<file path="src/rtl/pipe_hazard_ctrl.sv">
// ============================================================================
// pipe_hazard_ctrl
// ----------------------------------------------------------------------------
// Central hazard and sequencing controller for a 5-stage RISC-V pipeline.
// It drives the enable and flush controls of the PC and of the IF/ID, ID/EX,
// EX/MEM and MEM/WB pipeline registers. Three conditions are resolved:
//   * data-memory wait states  -> freeze the front of the pipe, bubble MEM/WB
//   * taken branch/jump in EX  -> redirect the PC, flush IF/ID and ID/EX,
//                                 then hold the IF/ID flush for FLUSH_CYCLES
//   * load-use hazard          -> one-cycle stall with an ID/EX bubble
// Priority, highest first: memory wait, branch redirect, load-use.
// A watchdog raises a sticky error when a memory access waits MEM_TIMEOUT
// consecutive cycles.
//
// Parameters:
//   FLUSH_CYCLES  extra IF/ID flush cycles after a redirect (0..7)
//   MEM_TIMEOUT   consecutive wait cycles before o_mem_timeout sets (1..65535)
//
// Ports:
//   clk              clock, all state updates on posedge
//   rst              asynchronous active-low reset
//   i_id_rs1_num     rs1 index of the instruction in ID
//   i_id_rs2_num     rs2 index of the instruction in ID
//   i_id_uses_rs1    ID instruction reads rs1
//   i_id_uses_rs2    ID instruction reads rs2
//   i_ex_opcode      opcode held in ID/EX
//   i_ex_rd_num      rd held in ID/EX
//   i_ex_br_taken    EX resolved a taken branch/JAL/JALR this cycle
//   i_dmem_req       MEM stage is issuing a load/store
//   i_dmem_ready     data memory completes the access this cycle
//   o_pc_en          PC update enable
//   o_pc_sel         1 = EX branch target, 0 = PC+4
//   o_if_id_en       IF/ID load enable
//   o_if_id_flush    IF/ID loads a NOP
//   o_id_ex_en       ID/EX load enable
//   o_id_ex_flush    ID/EX loads a bubble
//   o_ex_mem_en      EX/MEM load enable
//   o_mem_wb_flush   MEM/WB loads a bubble
//   o_mem_timeout    sticky watchdog error
//
// Optional feature (macro PIPE_HAZARD_CTRL_PERF_EN):
//   adds wrapping 32-bit performance counters o_stall_cnt (load-use stall
//   cycles), o_flush_cnt (redirect cycles) and o_wait_cnt (memory wait
//   cycles). With the macro undefined these ports do not exist.
// ============================================================================
module pipe_hazard_ctrl #(
    parameter int FLUSH_CYCLES = 1,
    parameter int MEM_TIMEOUT  = 255
) (
    input  logic        clk,
    input  logic        rst,
    input  logic [4:0]  i_id_rs1_num,
    input  logic [4:0]  i_id_rs2_num,
    input  logic        i_id_uses_rs1,
    input  logic        i_id_uses_rs2,
    input  logic [6:0]  i_ex_opcode,
    input  logic [4:0]  i_ex_rd_num,
    input  logic        i_ex_br_taken,
    input  logic        i_dmem_req,
    input  logic        i_dmem_ready,
    output logic        o_pc_en,
    output logic        o_pc_sel,
    output logic        o_if_id_en,
    output logic        o_if_id_flush,
    output logic        o_id_ex_en,
    output logic        o_id_ex_flush,
    output logic        o_ex_mem_en,
    output logic        o_mem_wb_flush,
    output logic        o_mem_timeout
`ifdef PIPE_HAZARD_CTRL_PERF_EN
    ,
    output logic [31:0] o_stall_cnt,
    output logic [31:0] o_flush_cnt,
    output logic [31:0] o_wait_cnt
`endif
);

    localparam logic [6:0]  OPC_LOAD    = 7'b0000011;
    localparam logic [2:0]  FLUSH_LOAD  = 3'(FLUSH_CYCLES);
    localparam logic [15:0] TIMEOUT_LIM = 16'(MEM_TIMEOUT);

    typedef enum logic [1:0] {
        S_RUN      = 2'd0,
        S_MEM_WAIT = 2'd1,
        S_FLUSH    = 2'd2
    } state_t;

    state_t      r_state;
    state_t      w_state_next;
    logic [2:0]  r_flush_cnt;
    logic [2:0]  w_flush_cnt_next;
    logic [15:0] r_wait_cnt;
    logic [15:0] w_wait_inc;
    logic        r_timeout;

    logic w_mem_wait;
    logic w_mem_exit;
    logic w_redirect;
    logic w_hazard_match;
    logic w_load_use;

    // Event decode. A branch is not acted on while memory is stalled, nor on
    // the cycle MEM_WAIT is left: EX re-presents it on the following cycle.
    assign w_mem_wait     = i_dmem_req & ~i_dmem_ready;
    assign w_mem_exit     = (r_state == S_MEM_WAIT) & ~w_mem_wait;
    assign w_redirect     = i_ex_br_taken & ~w_mem_wait & (r_state != S_MEM_WAIT);
    assign w_hazard_match = (i_ex_opcode == OPC_LOAD) && (i_ex_rd_num != 5'd0) &&
                            ((i_id_uses_rs1 && (i_ex_rd_num == i_id_rs1_num)) ||
                             (i_id_uses_rs2 && (i_ex_rd_num == i_id_rs2_num)));
    // Load-use is only meaningful in RUN; in FLUSH the ID stage holds a NOP.
    assign w_load_use     = (r_state == S_RUN) & ~w_mem_wait & ~i_ex_br_taken &
                            w_hazard_match;

    // Saturating increment for the watchdog.
    assign w_wait_inc = (r_wait_cnt == 16'hFFFF) ? r_wait_cnt : r_wait_cnt + 16'd1;

    // Next-state and flush-counter logic. A memory wait keeps any pending
    // flush count so the post-redirect flush resumes once memory completes.
    always_comb begin
        w_state_next     = r_state;
        w_flush_cnt_next = r_flush_cnt;
        if (w_mem_wait) begin
            w_state_next = S_MEM_WAIT;
        end else if (r_state == S_MEM_WAIT) begin
            w_state_next = (r_flush_cnt != 3'd0) ? S_FLUSH : S_RUN;
        end else if (w_redirect) begin
            w_flush_cnt_next = FLUSH_LOAD;
            w_state_next     = (FLUSH_LOAD != 3'd0) ? S_FLUSH : S_RUN;
        end else if (r_state == S_FLUSH) begin
            if (r_flush_cnt <= 3'd1) begin
                w_flush_cnt_next = 3'd0;
                w_state_next     = S_RUN;
            end else begin
                w_flush_cnt_next = r_flush_cnt - 3'd1;
            end
        end else begin
            w_state_next = S_RUN;
        end
    end

    // Output decode. Reset is folded in combinationally so the pipeline is
    // frozen and flushed the instant rst falls, without waiting for a clock.
    always_comb begin
        o_pc_en        = 1'b1;
        o_pc_sel       = 1'b0;
        o_if_id_en     = 1'b1;
        o_if_id_flush  = 1'b0;
        o_id_ex_en     = 1'b1;
        o_id_ex_flush  = 1'b0;
        o_ex_mem_en    = 1'b1;
        o_mem_wb_flush = 1'b0;
        if (!rst) begin
            o_pc_en        = 1'b0;
            o_if_id_en     = 1'b0;
            o_id_ex_en     = 1'b0;
            o_ex_mem_en    = 1'b0;
            o_if_id_flush  = 1'b1;
            o_id_ex_flush  = 1'b1;
            o_mem_wb_flush = 1'b1;
        end else if (w_mem_wait) begin
            o_pc_en        = 1'b0;
            o_if_id_en     = 1'b0;
            o_id_ex_en     = 1'b0;
            o_ex_mem_en    = 1'b0;
            o_mem_wb_flush = 1'b1;
        end else if (w_mem_exit) begin
            o_pc_en        = 1'b1;
        end else if (w_redirect) begin
            o_pc_sel       = 1'b1;
            o_if_id_flush  = 1'b1;
            o_id_ex_flush  = 1'b1;
        end else if (r_state == S_FLUSH) begin
            o_if_id_flush  = 1'b1;
        end else if (w_load_use) begin
            o_pc_en        = 1'b0;
            o_if_id_en     = 1'b0;
            o_id_ex_flush  = 1'b1;
        end
    end

    assign o_mem_timeout = rst & r_timeout;

    // State, flush counter and watchdog registers.
    always_ff @(posedge clk or negedge rst) begin
        if (!rst) begin
            r_state     <= S_RUN;
            r_flush_cnt <= 3'd0;
            r_wait_cnt  <= 16'd0;
            r_timeout   <= 1'b0;
        end else begin
            r_state     <= w_state_next;
            r_flush_cnt <= w_flush_cnt_next;
            if (w_mem_wait) begin
                r_wait_cnt <= w_wait_inc;
                if (w_wait_inc >= TIMEOUT_LIM) begin
                    r_timeout <= 1'b1;
                end
            end else begin
                r_wait_cnt <= 16'd0;
            end
        end
    end

`ifdef PIPE_HAZARD_CTRL_PERF_EN
    logic [31:0] r_stall_cnt;
    logic [31:0] r_flush_evt_cnt;
    logic [31:0] r_wait_evt_cnt;

    // Free-running, wrapping performance counters.
    always_ff @(posedge clk or negedge rst) begin
        if (!rst) begin
            r_stall_cnt     <= 32'd0;
            r_flush_evt_cnt <= 32'd0;
            r_wait_evt_cnt  <= 32'd0;
        end else begin
            if (w_load_use) r_stall_cnt     <= r_stall_cnt + 32'd1;
            if (w_redirect) r_flush_evt_cnt <= r_flush_evt_cnt + 32'd1;
            if (w_mem_wait) r_wait_evt_cnt  <= r_wait_evt_cnt + 32'd1;
        end
    end

    assign o_stall_cnt = r_stall_cnt;
    assign o_flush_cnt = r_flush_evt_cnt;
    assign o_wait_cnt  = r_wait_evt_cnt;
`endif

endmodule

</file>
<file path="config.mk">
export PLATFORM = sky130hd
export DESIGN_NAME = pipe_hazard_ctrl
export DESIGN_NICKNAME = d
export VERILOG_FILES = /design/src/rtl/pipe_hazard_ctrl.sv
export SDC_FILE = /design/constraint.sdc
export NUM_CORES = 1
export LEC_CHECK = 0
export CAP_MARGIN = 20
export CORE_UTILIZATION = 55
export CTS_BUF_LIST = sky130_fd_sc_hd__clkbuf_2 sky130_fd_sc_hd__clkbuf_4 sky130_fd_sc_hd__clkbuf_8
export CTS_CLUSTER_DIAMETER = 200
export DETAILED_ROUTE_END_ITERATION = 16
export PLACE_DENSITY = 0.87
export SLEW_MARGIN = 20
export SYNTH_ARGS = -nofsm -noshare
export SYNTH_HDL_FRONTEND = slang
export SYNTH_SLANG_ARGS = --single-unit
</file>
<file path="constraint.sdc">
create_clock -name clk -period 3.85 [get_ports clk]
set_input_delay 0.77 -clock clk [delete_from_list [all_inputs] [get_ports clk]]
set_output_delay 0.77 -clock clk [all_outputs]
set_load 0.01 [all_outputs]
</file>
==> results of run 1 <==
-- final timing paths --
check,slack (ns),end,cells past startpoint
max,0.20,o_if_id_en,7
min,0.51,r_flush_cnt[1],2
max reg2reg,1.32,r_timeout,7
min reg2reg,0.51,r_flush_cnt[1],2
max in group asynchronous,2.72,r_wait_cnt[13],2
min in group asynchronous,0.90,r_flush_cnt[2],2
-- critical path, cell delays in order --
cell and delay, ns:
clkdlybuf4s50_1 0.40, or4b_4 0.53, nor3_2 0.12, nand4_1 0.10, a221o_1 0.28, and2_2 0.20
clkdlybuf4s50_1 0.47
-- cell usage after synthesis, types with 3 or more instances --
cell type and n:
buf_4 3, ha_1 4, a31oi_1 3, and3_1 4
nand2_1 14, nand3_1 9, o21ai_0 9, xor2_1 15
nand2b_1 4, dfrtp_1 22, nor2b_1 4, nand4_1 7
and4_1 3, nor3_1 6, nor2_1 23, a21o_1 3
buf_2 4, inv_1 7, a21oi_1 6, xnor2_1 7
-- metrics by stage --
stage / area, um2 / total power [uW] / instances
3_3_place_gp: 1978 / 346.1 / 248
6_report: 2039 / 529.6 / 252
5_1_grt: 2039 / 547.9 / 252
4_1_cts: 2031 / 526.2 / 252
3_5_place_dp: 1978 / 350.4 / 248
2_1_floorplan: 1590 / 291.2 / 185
-- power groups by stage --
stage / logic, uW / clock network, uW / registers, uW
after floorplan: 45.9 / 0 / 245
after global placement: 99.9 / 0 / 246
after detailed placement: 104 / 0 / 246
after CTS: 105 / 179 / 242
after global routing: 115 / 189 / 243
final: 105 / 183 / 242
-- flip-flops by register name, summed over array words and instances, names as in the netlist --
register,count
r_wait_cnt,16
r_state,2
r_flush_cnt,3
r_timeout,1
-- layout by cell type, fill, tap and decap left out, types with 2 or more instances in the layout --
cell	netlist	routed
clkdlybuf4s50_1	0	36
nor2_1	23	23
dfrtp_1	22	22
xor2_1	15	15
nand2_1	14	14
nand3_1	9	9
o21ai_0	9	9
inv_1	7	7
nand4_1	7	7
xnor2_1	7	7
nor3_1	6	6
a21oi_1	6	6
nand2b_1	4	4
and3_1	4	4
nor2b_1	4	4
ha_1	4	4
buf_4	3	4
and4_1	3	3
a31oi_1	3	3
a21o_1	3	3
clkbuf_4	0	3
and3b_1	2	2
nor4_2	1	2
o211ai_1	2	2
-- layer usage --
layer  routed length [um]  track usage [%]  vias up
met5                    0                0        -
met4                  110            10.00        0
met3                  219            5.349       13
met2                 1706            43.37       54
met1                 1746            34.35      670
li1                     -                -      725
-- cell type report --
| class | count | share of cell area [%] |
|---|---|---|
| flip-flops and latches | 22 | 26.99 |
| clock inverters | 1 | 1.472 |
| repair buffers | 41 | 19.75 |
| inverters | 7 | 1.288 |
| multi-input cells | 147 | 47.48 |
| well taps | 31 | 1.902 |
| clock buffers | 3 | 1.104 |
-- logic make-up (layout without fill, tap and decap cells) --
group / Yosys count / in the layout / synth area share, %
buffers and inverters: 16 / 52 / 4.878
flip-flops: 22 / 22 / 34.62
AND/OR/NAND/NOR: 90 / 90 / 31.79
adder cells (fa/ha/maj): 4 / 4 / 3.147
AO/OA/AOI/OAI: 29 / 29 / 12.12
multiplexers: 2 / 2 / 1.338
XOR/XNOR: 22 / 22 / 12.12
==> out/results.ini, run 1 <==
[status]
status = finished clean

[cts]
cts.sinks = 22
cts_inserted_buffers = 3
cts_setup_buffers = 0
cts-root-buf = clkbuf_4
clock_latency_ns = 0.32
hold_buffers = 0
clock_path_buffers = 2
cts.clk_slew.worst_paths_ns = 0.13
cts_resized = 0
htree_levels = 1
tritoncts = yes

[critical_path]
critPathLaunch = i_ex_opcode[5]
cp.arrival_ns = 2.88
required_ns = 3.08
cp_max_fo = 2
r2r-start = r_wait_cnt[0]
start_kind = input port
cp-end-kind = output pin
crit_type = in -> out

[synth]
ys_top_cells_by_area = dfrtp_1 35%, xor2_1 8.3%, nor2_1 5.4%, xnor2_1 3.9%, nand2_1 3.3%
syn_nets = 218
synth.avg_cell_area_um2 = 8.596
netlist.area_leader.share_pct = 34.62
async_flop_share_pct = 100.0
synth_cell_types = 45
dominantRegCellSynth = dfrtp_1
syn_area_um2 = 1590
yosys_warnings = 0
ys_seq_area_share_pct = 34.62
synth_edf_count = 0
synthCells = 185
synth-seq-cells = 22
yosysTopAreaCell = dfrtp_1

[finish]
fin_util_pct = 73.96
drive_gt1_share_pct = 7.692
fill_cells = 193
n_antenna_cell = 0
syn2layout_area_growth_pct = 28.25
multi_input_area_um2 = 968.4
seqCellArea_um2 = 550.5
nets = 255

[sta]
slew-limit-headroom_pct = 59.11
hold_slack_ns = 0.5109
setup_viol = 0
fin_tns_setup_ns = 0
fin_crit_sh_pct = 94.83
worstMarginPinSlew_ns = 0.6115
layout_setup_ws_ns = 0.1992
rsz0062_at_grt = no
finClkSkew_ns = 0.003555
maxSlewViolCount = 0
fmax_mhz = 273.9
period_minus_slack_ns = 3.651
hold_viol_final = 0

[hold_path]
hold_class = reg -> reg
min_from = r_flush_cnt[1]

[detailed_routing]
drc = 0
antenna_left = 0
drtIter0Drc = 73
wl_mm = 3.781
vias = 1462
dr.pass1.iters = 4
wl_per_cell_um = 15.00
vias_per_cell = 5.802

[global_route]
antenna_found_initial = 0
grt_pass1_wl_mm = 6.506
track_usage_pct = 26.38
grt_pass1_vias = 1437
gr-total-overflow = 0
grt_max_degree = 19

[flow_run]
maxCapViolCount = 0

[floorplan]
die_h_um = 55.77
die-area_um2 = 3110
num_rows = 19
initial_core_util_pct = 57.67
core-area_um2 = 2758
dieWidth_um = 55.77
pin_count = 38

[placed_design]
place.gp.congestion = 0.9044
hpwl_mm = 2.784
pre_cts_ws_ns = 0.02361
portBuffers = 37

[pwr]
power_density_nw_per_um2 = 259.7
leakagePower_uw = 0.0008495
internal_power_uw = 399.5
ir_drop_uv = 243.5
share_comb_of_total_power_pct = 19.8
p_clk_share_pct = 34.5
swShare_pct = 24.56
p_seq_share_pct = 45.7
netSwitchingPower_uw = 130.1

Note: power is estimated with default switching activity, not from simulation.
==> run 2: changes to the inputs <==
--- a/config.mk
+++ b/config.mk
@@ -6,11 +6,12 @@
 export NUM_CORES = 1
 export LEC_CHECK = 0
 export CAP_MARGIN = 20
-export CORE_UTILIZATION = 55
+export CORE_MARGIN = 5
+export CORE_UTILIZATION = 30
 export CTS_BUF_LIST = sky130_fd_sc_hd__clkbuf_2 sky130_fd_sc_hd__clkbuf_4 sky130_fd_sc_hd__clkbuf_8
 export CTS_CLUSTER_DIAMETER = 200
 export DETAILED_ROUTE_END_ITERATION = 16
-export PLACE_DENSITY = 0.87
+export GPL_ROUTABILITY_DRIVEN = 0
 export SLEW_MARGIN = 20
 export SYNTH_ARGS = -nofsm -noshare
 export SYNTH_HDL_FRONTEND = slang
==> run 2 against run 1 <==
  * Flip-flop and latch count did not move
  * Fmax fell by 0.36%
  * Clock skew down 0.0019 ns
  * Sequential power about the same
  * Global-route usage shrank 15 points
  * Critical path depth unchanged
  * Via count is 2.4% lower
  * Clock power decreased by 6%
  * Critical endpoint unchanged
==> out/results.ini, run 2 (synthesis results as in run 1) <==
[finish]
n_antenna_cell = 0  ; unchanged
largest_register_ffs = 16  ; unchanged
syn2layout_area_growth_pct = 30.84
final_cell_mix = 36 x clkdlybuf4s50_1, 23 x nor2_1, 22 x dfrtp_1
regMostFlops = r_wait_cnt
fin_area_um2 = 2081  ; +2.0%
top_regs = r_wait_cnt (16), r_flush_cnt (3), r_state (2)
drive_gt1_share_pct = 7.240  ; -0.45 points
fin_util_pct = 40.48  ; -33 points
layout_commonest_cell = clkdlybuf4s50_1
nets = 255  ; unchanged

[global_route]
grt_max_degree = 19  ; unchanged
gr-total-overflow = 0  ; unchanged
track_usage_pct = 11.12  ; -15 points
grt_pass1_wl_mm = 6.492  ; -0.22%
grt_pass1_vias = 1377  ; -4.2%
antenna_found_initial = 0  ; unchanged

[hold_path]
hold_class = reg -> reg

[floorplan]
pin_count = 38  ; unchanged
die-area_um2 = 6857  ; +120%
core-area_um2 = 5140  ; +86%
num_rows = 26  ; +7
initial_core_util_pct = 30.94  ; -27 points
dieWidth_um = 82.81  ; +48%
die_h_um = 82.81  ; +48%

[cts]
hold_buffers = 0  ; unchanged
cts.sinks = 22  ; unchanged
tritoncts = yes
cts-root-buf = clkbuf_8
cts_resized = 1  ; +1
htree_levels = 1  ; unchanged
cts_setup_buffers = 0  ; unchanged
clock_path_buffers = 2  ; unchanged
cts_inserted_buffers = 3  ; unchanged
cts.clk_slew.worst_paths_ns = 0.08  ; -0.05 ns
clock_latency_ns = 0.27  ; -0.05 ns

[critical_path]
slowest_delay_ns = 0.53  ; about the same
required_ns = 3.08  ; about the same
cp_max_fo = 2  ; unchanged
worstPathCellList = clkdlybuf4s50_1 -> or4b_4 -> nor3_2 -> nand4_1 -> a221o_1 -> and2_2 -> clkdlybuf4s50_1
cp-end-kind = output pin
cp.arrival_ns = 2.89  ; about the same
crit_type = in -> out
start_kind = input port
crit_path_frequent_cell = clkdlybuf4s50_1
crit_slowest_cell = or4b_4

[detailed_routing]
vias = 1427  ; -2.4%
dr.pass1.iters = 4  ; unchanged
wl_mm = 3.672  ; -2.9%
drtIter0Drc = 68  ; -6.8%
vias_per_cell = 4.904  ; -15%
antenna_left = 0  ; unchanged
drc = 0  ; unchanged
wl_per_cell_um = 12.62  ; -16%

[sta]
maxSlewViolCount = 0  ; unchanged
fin_tns_setup_ns = 0  ; unchanged
hold_viol_final = 0  ; unchanged
slew-limit-headroom_pct = 58.98  ; -0.14 points
rsz0062_at_grt = no
fin_crit_sh_pct = 95.17  ; +0.34 points
hold_slack_ns = 0.4937  ; -0.01727 ns
setup_viol = 0  ; unchanged
finClkSkew_ns = 0.001621  ; -0.001933 ns
fmax_mhz = 272.9  ; -0.36%
worstMarginPinSlew_ns = 0.6135  ; +0.002063 ns
period_minus_slack_ns = 3.664  ; +0.01312 ns

[pwr]
leakagePower_uw = 0.0008440  ; -0.65%
power_density_nw_per_um2 = 247.5  ; -4.7%
p_total_uw = 514.9  ; -2.8%
ir_drop_uv = 125.6  ; -48%

[placed_design]
portBuffers = 37  ; unchanged
postPlaceCellArea_um2 = 2027  ; +2.5%
hpwl_mm = 2.856  ; +2.6%

[status]
status = finished clean

[flow_run]
maxCapViolCount = 0  ; unchanged

-- run 2: cell types whose count changed in the layout (fill, tap and decap cells not counted), sizes merged --
cell          change
bufinv            -1
clkbuf            +1
dlygate4sd2       +1
dlymetal6s2s      -1
-- run 2: stage by stage --
step                      worst slack [ns]  std cells
final                               0.1860        291
after global routing               0.03767        291
after CTS                           0.1596        291
after detailed placement          -0.02328        287
after global placement             0.03137        287
after floorplan                     0.9761        185
-- run 2: layout make-up --
class                      count  area (um2)
clock buffer                   4       55.05
tap                           70       87.58
multi-input combinational    147       962.2
timing repair buffer          41       399.1
inverter                       7       26.28
fill                         559        3059
sequential                    22       550.5
-- run 2: worst paths after layout --
check	startpoint	end	slack [ns]	depth (start not counted)
min in group asynchronous	rst	r_wait_cnt[14]	0.88	2
worst max register to register	r_wait_cnt[0]	r_timeout	1.28	7
max in group asynchronous	rst	r_flush_cnt[2]	2.79	2
worst min register to register	r_flush_cnt[1]	r_flush_cnt[1]	0.49	2
worst max-delay path	i_ex_opcode[5]	o_if_id_en	0.19	7
worst min-delay path	r_flush_cnt[1]	r_flush_cnt[1]	0.49	2
-- run 2: power breakdown --
group / switching, uW / leakage, uW / internal [uW]
logic: 44.8 / 0.000515 / 56.5
clock network: 80.6 / 0.0000288 / 91.4
registers: 5.22 / 0.000300 / 236
total: 131 / 0.000844 / 384
-- run 2: routing by layer --
metal,track usage (%),part of all wire (%)
met1,15.41,50
met2,17.71,45
met3,2.574,4.1
met4,2.229,0.63
met5,0,0
-- run 2: critical path, delay by kind of cell --
family,cells,cell delay [ns]
AND/OR/NAND/NOR,4,0.95
AO/OA/AOI/OAI,1,0.29
buffers and inverters,2,0.87
